File: config.mk
export PLATFORM = sky130hd
export DESIGN_NAME = image_burst_op
export DESIGN_NICKNAME = d
export VERILOG_FILES = /design/src/rtl/image_op_pkg.sv /design/src/rtl/image_word_op.sv /design/src/rtl/image_burst_op.sv
export SDC_FILE = /design/constraint.sdc
export NUM_CORES = 1
export LEC_CHECK = 0
export CAP_MARGIN = 20
export CORE_ASPECT_RATIO = 0.7
export CORE_UTILIZATION = 45
export CTS_CLUSTER_DIAMETER = 60
export CTS_CLUSTER_SIZE = 14
export DETAILED_ROUTE_END_ITERATION = 10
export PLACE_DENSITY = 0.73
export SLEW_MARGIN = 20
export SYNTH_ARGS = -nofsm -noshare
export SYNTH_HDL_FRONTEND = slang
export SYNTH_SLANG_ARGS = --single-unit
File: constraint.sdc
create_clock -name clk -period 3.3 [get_ports clk]
set_clock_uncertainty 0.15 [all_clocks]
set_input_delay 0.495 -clock clk [delete_from_list [all_inputs] [get_ports clk]]
set_output_delay 0.495 -clock clk [all_outputs]
set_load 0.01 [all_outputs]
File: src/rtl/image_op_pkg.sv
`default_nettype none
// +------------------------------------------------------------------+
// | image_op_pkg : shared op codes, constants and burst states.      |
// | Revision 1.0                                                     |
// +------------------------------------------------------------------+
package image_op_pkg;

  typedef enum logic [1:0] {
    PIXELOP_DARK = 2'b00,
    PIXELOP_LITE = 2'b01,
    PIXELOP_INVT = 2'b10,
    PIXELOP_CKSM = 2'b11
  } pixel_op_e;

  localparam logic [7:0] PIXEL_DELTA = 8'h1f;

  typedef enum logic [1:0] {
    IDLE   = 2'd0,
    STREAM = 2'd1,
    ACCUM  = 2'd2
  } burst_state_e;

endpackage
`default_nettype wire

File: src/rtl/image_word_op.sv
`default_nettype none
// +------------------------------------------------------------------+
// | image_word_op : combinational per-byte pixel transform.          |
// | Revision 1.0                                                     |
// +------------------------------------------------------------------+
module image_word_op
  import image_op_pkg::*;
(
  input  logic [31:0] data,
  input  logic [1:0]  operate,
  output logic [31:0] result
);

  logic [31:0] w_xf;
  logic [7:0]  w_ck;

  // Byte i of the input lands in byte (3-i) of the result.
  for (genvar gi = 0; gi < 4; gi++) begin : g_byte
    logic [7:0] w_b;
    logic [7:0] w_f;
    assign w_b = data[8*gi +: 8];
    always_comb begin
      case (operate)
        PIXELOP_DARK: w_f = w_b - PIXEL_DELTA;
        PIXELOP_LITE: w_f = w_b + PIXEL_DELTA;
        default:      w_f = 8'hff - w_b;
      endcase
    end
    assign w_xf[8*(3-gi) +: 8] = w_f;
  end

  assign w_ck   = data[7:0] ^ data[15:8] ^ data[23:16] ^ data[31:24];
  assign result = (operate == PIXELOP_CKSM) ? {24'h0, w_ck} : w_xf;

endmodule
`default_nettype wire

File: src/rtl/image_burst_op.sv
`default_nettype none
// +------------------------------------------------------------------+
// | image_burst_op : handshaked burst stage applying one pixel op.   |
// | Revision 1.0                                                     |
// +------------------------------------------------------------------+
module image_burst_op
  import image_op_pkg::*;
#(
  parameter int BURST_LEN = 16,
  parameter int CNT_W     = $clog2(BURST_LEN + 1)
) (
  input  logic        clk,
  input  logic        rst_n,
  input  logic [1:0]  cfg_op,
  input  logic        in_valid,
  output logic        in_ready,
  input  logic [31:0] in_data,
  input  logic        in_last,
  output logic        out_valid,
  input  logic        out_ready,
  output logic [31:0] out_data,
  output logic        out_last,
  output logic        busy,
  output logic        err_len
);

  burst_state_e r_state, w_state_nxt;
  logic [1:0]       r_op_q;
  logic [CNT_W-1:0] r_cnt;
  logic [7:0]       r_acc;
  logic             r_out_valid, r_out_last, r_err_len;
  logic [31:0]      r_out_data;

  logic [1:0]       w_op;
  logic [31:0]      w_res;
  logic             w_accept, w_is_ck, w_overlen, w_last;
  logic [CNT_W-1:0] w_cnt_nxt;
  logic             w_load, w_load_last;
  logic [31:0]      w_load_data;

  // The first word of a burst uses the live cfg_op; later words use the latched op.
  assign w_op      = (r_state == IDLE) ? cfg_op : r_op_q;
  assign w_is_ck   = (w_op == PIXELOP_CKSM);
  assign in_ready  = !r_out_valid || out_ready;
  assign w_accept  = in_valid && in_ready;
  assign w_cnt_nxt = (r_state == IDLE) ? CNT_W'(1) : r_cnt + CNT_W'(1);
  assign w_overlen = !in_last && (w_cnt_nxt == CNT_W'(BURST_LEN));
  assign w_last    = in_last || w_overlen;

  image_word_op u_word_op (
    .data    (in_data),
    .operate (w_op),
    .result  (w_res)
  );

  always_ff @(posedge clk or negedge rst_n) begin
    if (!rst_n) r_state <= IDLE;
    else        r_state <= w_state_nxt;
  end

  always_comb begin
    w_state_nxt = r_state;
    w_load      = 1'b0;
    w_load_data = w_res;
    w_load_last = w_last;
    if (w_accept) begin
      if (!w_is_ck) begin
        w_load = 1'b1;
      end else if (w_last) begin
        w_load      = 1'b1;
        w_load_data = {24'h0, r_acc ^ w_res[7:0]};
        w_load_last = 1'b1;
      end
    end
    case (r_state)
      IDLE: begin
        if (w_accept && !w_last) w_state_nxt = w_is_ck ? ACCUM : STREAM;
      end
      STREAM, ACCUM: begin
        if (w_accept && w_last) w_state_nxt = IDLE;
      end
      default: w_state_nxt = IDLE;
    endcase
  end

  always_ff @(posedge clk or negedge rst_n) begin
    if (!rst_n) begin
      r_op_q      <= 2'b00;
      r_cnt       <= '0;
      r_acc       <= 8'h00;
      r_err_len   <= 1'b0;
      r_out_valid <= 1'b0;
      r_out_data  <= 32'h0;
      r_out_last  <= 1'b0;
    end else begin
      if (w_accept) begin
        if (r_state == IDLE) r_op_q <= cfg_op;
        r_cnt <= w_last ? '0 : w_cnt_nxt;
        if (w_is_ck) r_acc <= w_last ? 8'h00 : (r_acc ^ w_res[7:0]);
        if (w_overlen) r_err_len <= 1'b1;
      end
      if (w_load) begin
        r_out_valid <= 1'b1;
        r_out_data  <= w_load_data;
        r_out_last  <= w_load_last;
      end else if (out_ready) begin
        r_out_valid <= 1'b0;
      end
    end
  end

  assign out_valid = r_out_valid;
  assign out_data  = r_out_data;
  assign out_last  = r_out_last;
  assign err_len   = r_err_len;
  assign busy      = (r_state != IDLE);

endmodule
`default_nettype wire

==> impl_results.md, run 1 <==
* Top cells by area, synth: dfrtp_1 31%, xnor2_1 6.1%, nand2_1 5.6%
* Buffers on Ports at 75
* FFs w/ async S/R, synth at 1.000
* First-pass GRT wire length at 19580 um
* Total grt overflow at 0
* Clk Latency, worst-skew pair at 290 ps
* Yosys top cell by area: dfrtp_1
* Antenna violations before repair at 0
* GRT Resource Usage Total at 0.2701
* #FFs+latches synth at 52
* Synth top area share at 0.3117
* Status: finished clean
* RSZ-0062 raised after global routing: no
* Reg2Reg Setup Slack at 180 ps
* Required time worst endpoint at 3320 ps
* Final hold vios at 0
* Mean Syn Cell Area at 8.284 sq um
* H-tree levels at 2
* CTS tree: done
* Static Leak at 2.200 nW
* PnR worst setup slack at 184.9 ps
* Cell count after placement at 696
* Layout Utilization at 0.6135
* Vias in the first global route at 3750
* CP peak stage delay at 410 ps
* Hold_buf cts at 0
* CORE AREA at 8723 sq um
* Cell mode on critical path: nand2_1
* Power, Total at 4.330 mW
* Fin crit share at 0.9440
* FMAX at 321.0 MHz
* Top-Level Pins at 76
* EDFF count, synth at 0
* WL final at 12710 um
* Clock Sinks at 52
* Setup Fix Bufs, Post-CTS at 0
* Crit. End Element: flip-flop
* Least-Margin Pin Slew at 723.5 ps
* Routed WL per cell at 18.05 um
* WP buf/inv at 2
* Drt first-iter violations at 471
* PD cells at 809.2 nW/um^2
* Synth Cell Area at 4175 sq um
* Post-synthesis sequential area ratio at 0.3117
* Critical path's slowest cell: or3_1
* Final instance area at 5351 sq um
* Die W at 117.1 um
* FF-to-FF End: out_data[6]
* TritonCTS buffer count at 5
* Critical Path Stages at 12
* Via density at 6.089
* Cell count of the worst reg-to-reg path at 12
* Die ar. at 9674 sq um
* CP Cell Sequence: inv_1, ha_4, mux2_4, nand2_1, buf_4, ha_1, nand2_1, a31oi_1, or3_1, a221oi_2, xnor2_1, o211ai_1
* Final setup viols at 0
* HP Class: in2async
* Initial core utilization at 0.4786
* Largest net degree at the start of global routing at 40
* Final non-filler cell total at 704
* Netlist cell types at 71
* Routability Congestion at 0.9996
* Root Driver: clkbuf_16
* Hold_ws at 41.68 ps
* Drt first pass iters at 5
* Ys Warns at 0
* Antenna diode count at 0
* Commonest cells after routing, fill and taps aside: 74 x clkdlybuf4s50_1, 62 x nand2_1, 52 x dfrtp_1
* Pre-CTS setup slack at 3.545 ps
* Layout cells sized above 1 at 0.1045
* Syn Nets at 558
* Area growth, synth to finish at 28.17%
* Synth Instances at 504
* Clk slew on worst S/H paths at 70 ps
* Ys flop type: dfrtp_1
* Post-DP Area at 5147 sq um
* DR vias at 4287
* Tmin final at 3115 ps
* Final-layout fill cell count at 771
* Bufs on Longest Clock Path at 2
* WP data arrival at 3140 ps
* Slew margin rel. at 0.5159
* Remaining DRCs at 0
* Antenna Violating Nets Remaining at 0
* Die Height at 82.59 um
* # rows at 28
* Critical path launch point type: flip-flop
* Crit Path Max Fanout at 10
* WS Path Type: reg2reg
* Nets@finish at 637
* Commonest non-fill, non-tap cell in the layout: clkdlybuf4s50_1
* HPWL after detailed placement at 9518 um
* Peak supply drop at 465.8 uV
* Reg-to-reg startpoint: r_state[1]
* CP delay by family, top: simple AND/OR/NAND/NOR gates
* Worst setup path endpoint: out_data[6]
* Crit path from: r_state[1]
* TNS Setup at 0 ps
* Max Slew Vio Count at 0
* Max-Cap Viols at 0
## layer usage
layer  up-vias  wire length, um  global-route usage
met5         -                0                   0
met4         0              165             0.05949
met3        19             1192             0.04745
met2       224             5324              0.4101
met1      2040             6027              0.3986
li1       2004                -                   -
## synth_stat cells, drive strengths merged (4+ instances only)
| master | instances |
|---|---|
| a21o | 4 |
| a21oi | 27 |
| a2bb2oi | 4 |
| a31oi | 14 |
| a32o | 5 |
| a32oi | 4 |
| and3 | 5 |
| buf | 24 |
| clkbuf | 16 |
| dfrtp | 52 |
| ha | 15 |
| inv | 11 |
| mux2i | 4 |
| nand2 | 62 |
| nand2b | 4 |
| nand3 | 14 |
| nand4 | 6 |
| nor2 | 32 |
| nor3 | 14 |
| nor4 | 7 |
| o211ai | 7 |
| o21ai | 46 |
| o32ai | 6 |
| or2 | 5 |
| or3 | 13 |
| or4 | 9 |
| xnor2 | 29 |
| xor2 | 14 |
## cell families (layout without fill, tap and decap cells)
logic type,after synthesis,in the layout,share of synthesized area
adder cells (fa/ha/maj),15,15,0.04495
buffers and inverters,51,131,0.05814
AND/OR/NAND/NOR,182,182,0.2158
flip-flops,52,52,0.3117
AO/OA/AOI/OAI,152,152,0.2433
XOR/XNOR,46,46,0.1064
multiplexers,6,6,0.01978
## worst reg2reg max path, stage by stage (launching register included)
cell and delay [ps]:
dfrtp_1 360, inv_1 120, ha_4 210, mux2_4 320, nand2_1 140, buf_4 220, ha_1 300, nand2_1 80
a31oi_1 50, or3_1 410, a221oi_2 380, xnor2_1 160, o211ai_1 90
## what timing repair did
| item | in CTS | in global routing |
|---|---|---|
| hold endpoints to repair | 0 | 0 |
| gates resized for setup | 0 | 3 |
| setup endpoints to repair | 0 | 9 |
## power breakdown
group / switching, mW / internal, mW / total, mW / leakage, nW
logic: 1.38 / 1.24 / 2.62 / 1.46
clock network: 0.246 / 0.400 / 0.646 / 0.0901
registers: 0.169 / 0.899 / 1.07 / 0.648
total: 1.80 / 2.53 / 4.33 / 2.20
## sequential cells by signal, summed over array words and instances (netlist names)
| signal | flops |
|---|---|
| err_len | 1 |
| out_data | 32 |
| out_last | 1 |
| out_valid | 1 |
| r_acc | 8 |
| r_cnt | 5 |
| r_op_q | 2 |
| r_state | 2 |
## worst min-delay path by stage
| stage | endpoint | slack, ps | cells after the start |
|---|---|---|---|
| after floorplan | err_len | 50 | 0 |
| after global placement | err_len | 290 | 1 |
| after detailed placement | err_len | 320 | 1 |
| after CTS | out_data[15] | 70 | 1 |
| after global routing | out_data[15] | 100 | 1 |
| final | out_data[14] | 40 | 1 |
## layout make-up
cell class                      instances  area [sq um]  area share
Multi-Input combinational cell        401          2653      0.4957
Clock inverter                          1         30.03    0.005611
Timing Repair Buffer                  112          1023      0.1913
Tap cell                              120         150.1     0.02806
Sequential cell                        52          1301      0.2432
Clock buffer                            7         152.6     0.02852
Inverter                               11         41.29    0.007716
Note: power is estimated with default switching activity, not from simulation.
==> inputs of run 2 (changes only) <==
--- a/config.mk
+++ b/config.mk
@@ -8,7 +8,7 @@
 export CAP_MARGIN = 20
 export CORE_ASPECT_RATIO = 0.7
 export CORE_UTILIZATION = 45
-export CTS_CLUSTER_DIAMETER = 60
+export CTS_CLUSTER_DIAMETER = 40
 export CTS_CLUSTER_SIZE = 14
 export DETAILED_ROUTE_END_ITERATION = 10
 export PLACE_DENSITY = 0.73
==> results of run 2 <==
Final layout, timing and power as in run 1 (identical DEF).
==> inputs of run 3 (changes only) <==
--- a/config.mk
+++ b/config.mk
@@ -8,6 +8,7 @@
 export CAP_MARGIN = 20
 export CORE_ASPECT_RATIO = 0.7
 export CORE_UTILIZATION = 45
+export CTS_BUF_LIST = sky130_fd_sc_hd__clkbuf_4
 export CTS_CLUSTER_DIAMETER = 40
 export CTS_CLUSTER_SIZE = 14
 export DETAILED_ROUTE_END_ITERATION = 10
==> run 3 against run 2 <==
  * Fmax shrank 0.28%
  * Largest power group unchanged
  * Core utilization fell by 1.1 points
  * Count of clock-buffer cells in the layout down 2
  * Highest routed layer unchanged
  * Global-route usage down 0.11 points
  * Final area shrank 1.8%
  * Critical path depth unchanged
  * Power down 6.5%
  * Sequential cell count unchanged
  * Critical path type unchanged
  * Non-clock buffer count up 1
  * Clock power decreased by 42%
  * Setup slack worse by 8.6 ps
==> impl_results.md, run 3 (synthesized netlist as in run 1, its figures left out) <==
* Layout cells sized above 1 at 0.1009
* Required time worst endpoint at 3440 ps
* Routed wl met3 at 1136 um
* Power, Total at 4.048 mW
* PD cells at 770.6 nW/um^2
* Buffers on Ports at 75
* DR vias at 4282
* PnR worst setup slack at 176.2 ps
* Crit Path Max Fanout at 10
* Remaining DRCs at 0
* Crit. End Element: flip-flop
* Clock Sinks at 52
* Critical path launch point type: flip-flop
* Cell mode on critical path: nand2_1
* Final hold vios at 0
* Drt first-iter violations at 427
* Layout Utilization at 0.6023
* Antenna violations before repair at 0
* TritonCTS buffer count at 5
* WL final at 12600 um
* Peak supply drop at 398.7 uV
* HPWL after detailed placement at 9518 um
* Bufs on Longest Clock Path at 2
* Final setup viols at 0
* Max FFs per register at 32
* First-pass GRT wire length at 19470 um
* Min-delay src: out_data[11]
* Largest net degree at the start of global routing at 40
* Hold_ws at 347.9 ps
* Initial core utilization at 0.4786
* Commonest non-fill, non-tap cell in the layout: clkdlybuf4s50_1
* Reg-to-reg startpoint: r_state[0]
* Final non-filler cell total at 705
* Top-Level Pins at 76
* Routability Congestion at 0.9996
* CP Cell Sequence: inv_1, ha_4, mux2_4, nand2_1, buf_4, ha_1, nand2_1, a31oi_1, or3_1, a221oi_2, xnor2_1, o211ai_1
* CORE AREA at 8723 sq um
* Fin crit share at 0.9466
* Clk slew on worst S/H paths at 160 ps
* Static Leak at 2.154 nW
* CTS tree: done
* Root Driver: clkbuf_4
* WS Path Type: reg2reg
* Die Height at 82.59 um
* TNS Setup at 0 ps
* Clk Latency, worst-skew pair at 400 ps
* Pre-CTS setup slack at 3.545 ps
* Commonest cells after routing, fill and taps aside: 74 x clkdlybuf4s50_1, 62 x nand2_1, 52 x dfrtp_1
* Max Slew Vio Count at 0
* Routed WL per cell at 17.88 um
* Nets@finish at 638
* Cell count after placement at 696
* Slew margin rel. at 0.4866
* Met2 WL at 5350 um
* Reg2Reg Setup Slack at 180 ps
* RSZ-0062 raised after global routing: no
* HP Class: reg2reg
* Antenna Violating Nets Remaining at 0
* Critical path's slowest cell: or3_1
* WP data arrival at 3270 ps
* GRT Resource Usage Total at 0.2690
* CP peak stage delay at 410 ps
* Post-Route M1 WL at 5951 um
* Die ar. at 9674 sq um
* CP delay by family, top: simple AND/OR/NAND/NOR gates
* Vias in the first global route at 3772
* Area growth, synth to finish at 25.83%
* # rows at 28
* FMAX at 320.1 MHz
* Max-Cap Viols at 0
* Cell count of the worst reg-to-reg path at 12
* Setup Fix Bufs, Post-CTS at 0
* FF-to-FF End: out_data[6]
* Status: finished clean
* Die W at 117.1 um
* Final-layout fill cell count at 778
* Antenna diode count at 0
* WP buf/inv at 2
* Worst hold endpoint: out_data[11]
* Via density at 6.074
* Tmin final at 3124 ps
* Post-DP Area at 5147 sq um
* Least-Margin Pin Slew at 767.2 ps
* Drt first pass iters at 5
* Final instance area at 5254 sq um
* Max Used Layer: met4
* Total grt overflow at 0
* H-tree levels at 2
* Hold Path Cell Cnt at 2
run 3: changes by cell type in the layout (fill, tap and decap cells not counted):
cell and delta:
clkbuf_16 -5, clkbuf_8 -2, clkinv_1 +2, clkbuf_4 +5, dlygate4sd3_1 +1
run 3: what timing repair did:
| action | in CTS | in global routing |
|---|---|---|
| gates resized for setup | 0 | 3 |
| hold endpoints to repair | 25 | 0 |
| setup endpoints to repair | 0 | 8 |
| hold buffers | 1 | 0 |
run 3: report_power, final:
group	switching, mW	internal (mW)
Clock	0.222	0.155
Sequential	0.167	0.895
Combinational	1.37	1.24
run 3: worst reg2reg max path, delay by kind of cell, from the launching register on:
family                     cells  cell delay [ps]
adders and majority gates      2              510
buffers and inverters          2              340
and+or+nand+nor                3              630
xor gates and xnor gates       1              160
DFF                            1              390
muxes                          1              320
AOI/OAI and AO/OA              3              510
run 3: how the worst max path moves through the flow:
stage                     startpoint  slack [ps]  depth (start not counted)           to
after floorplan           r_state[1]         -30                         15  out_data[6]
after global placement     cfg_op[1]          60                         11  out_data[7]
after detailed placement   cfg_op[1]           4                         11  out_data[7]
after CTS                 r_state[1]          50                         12  out_data[7]
after global routing      r_state[1]          30                         12  out_data[6]
final                     r_state[0]         180                         12  out_data[6]
run 3: layout make-up:
| type | count | area (sq um) | area share |
|---|---|---|---|
| clock buffers | 5 | 37.54 | 0.007145 |
| clock inverters | 3 | 37.54 | 0.007145 |
| inverters | 11 | 41.29 | 0.007859 |
| multi-input cells | 401 | 2653 | 0.5049 |
| flip-flops and latches | 52 | 1301 | 0.2477 |
| well taps | 120 | 150.1 | 0.02858 |
| repair buffers | 113 | 1033 | 0.1967 |
run 3: routing by layer:
metal | track usage | up-vias
li1 | - | 2004
met1 | 0.3978 | 2044
met2 | 0.4024 | 218
met3 | 0.04599 | 16
met4 | 0.07215 | 0
met5 | 0 | -
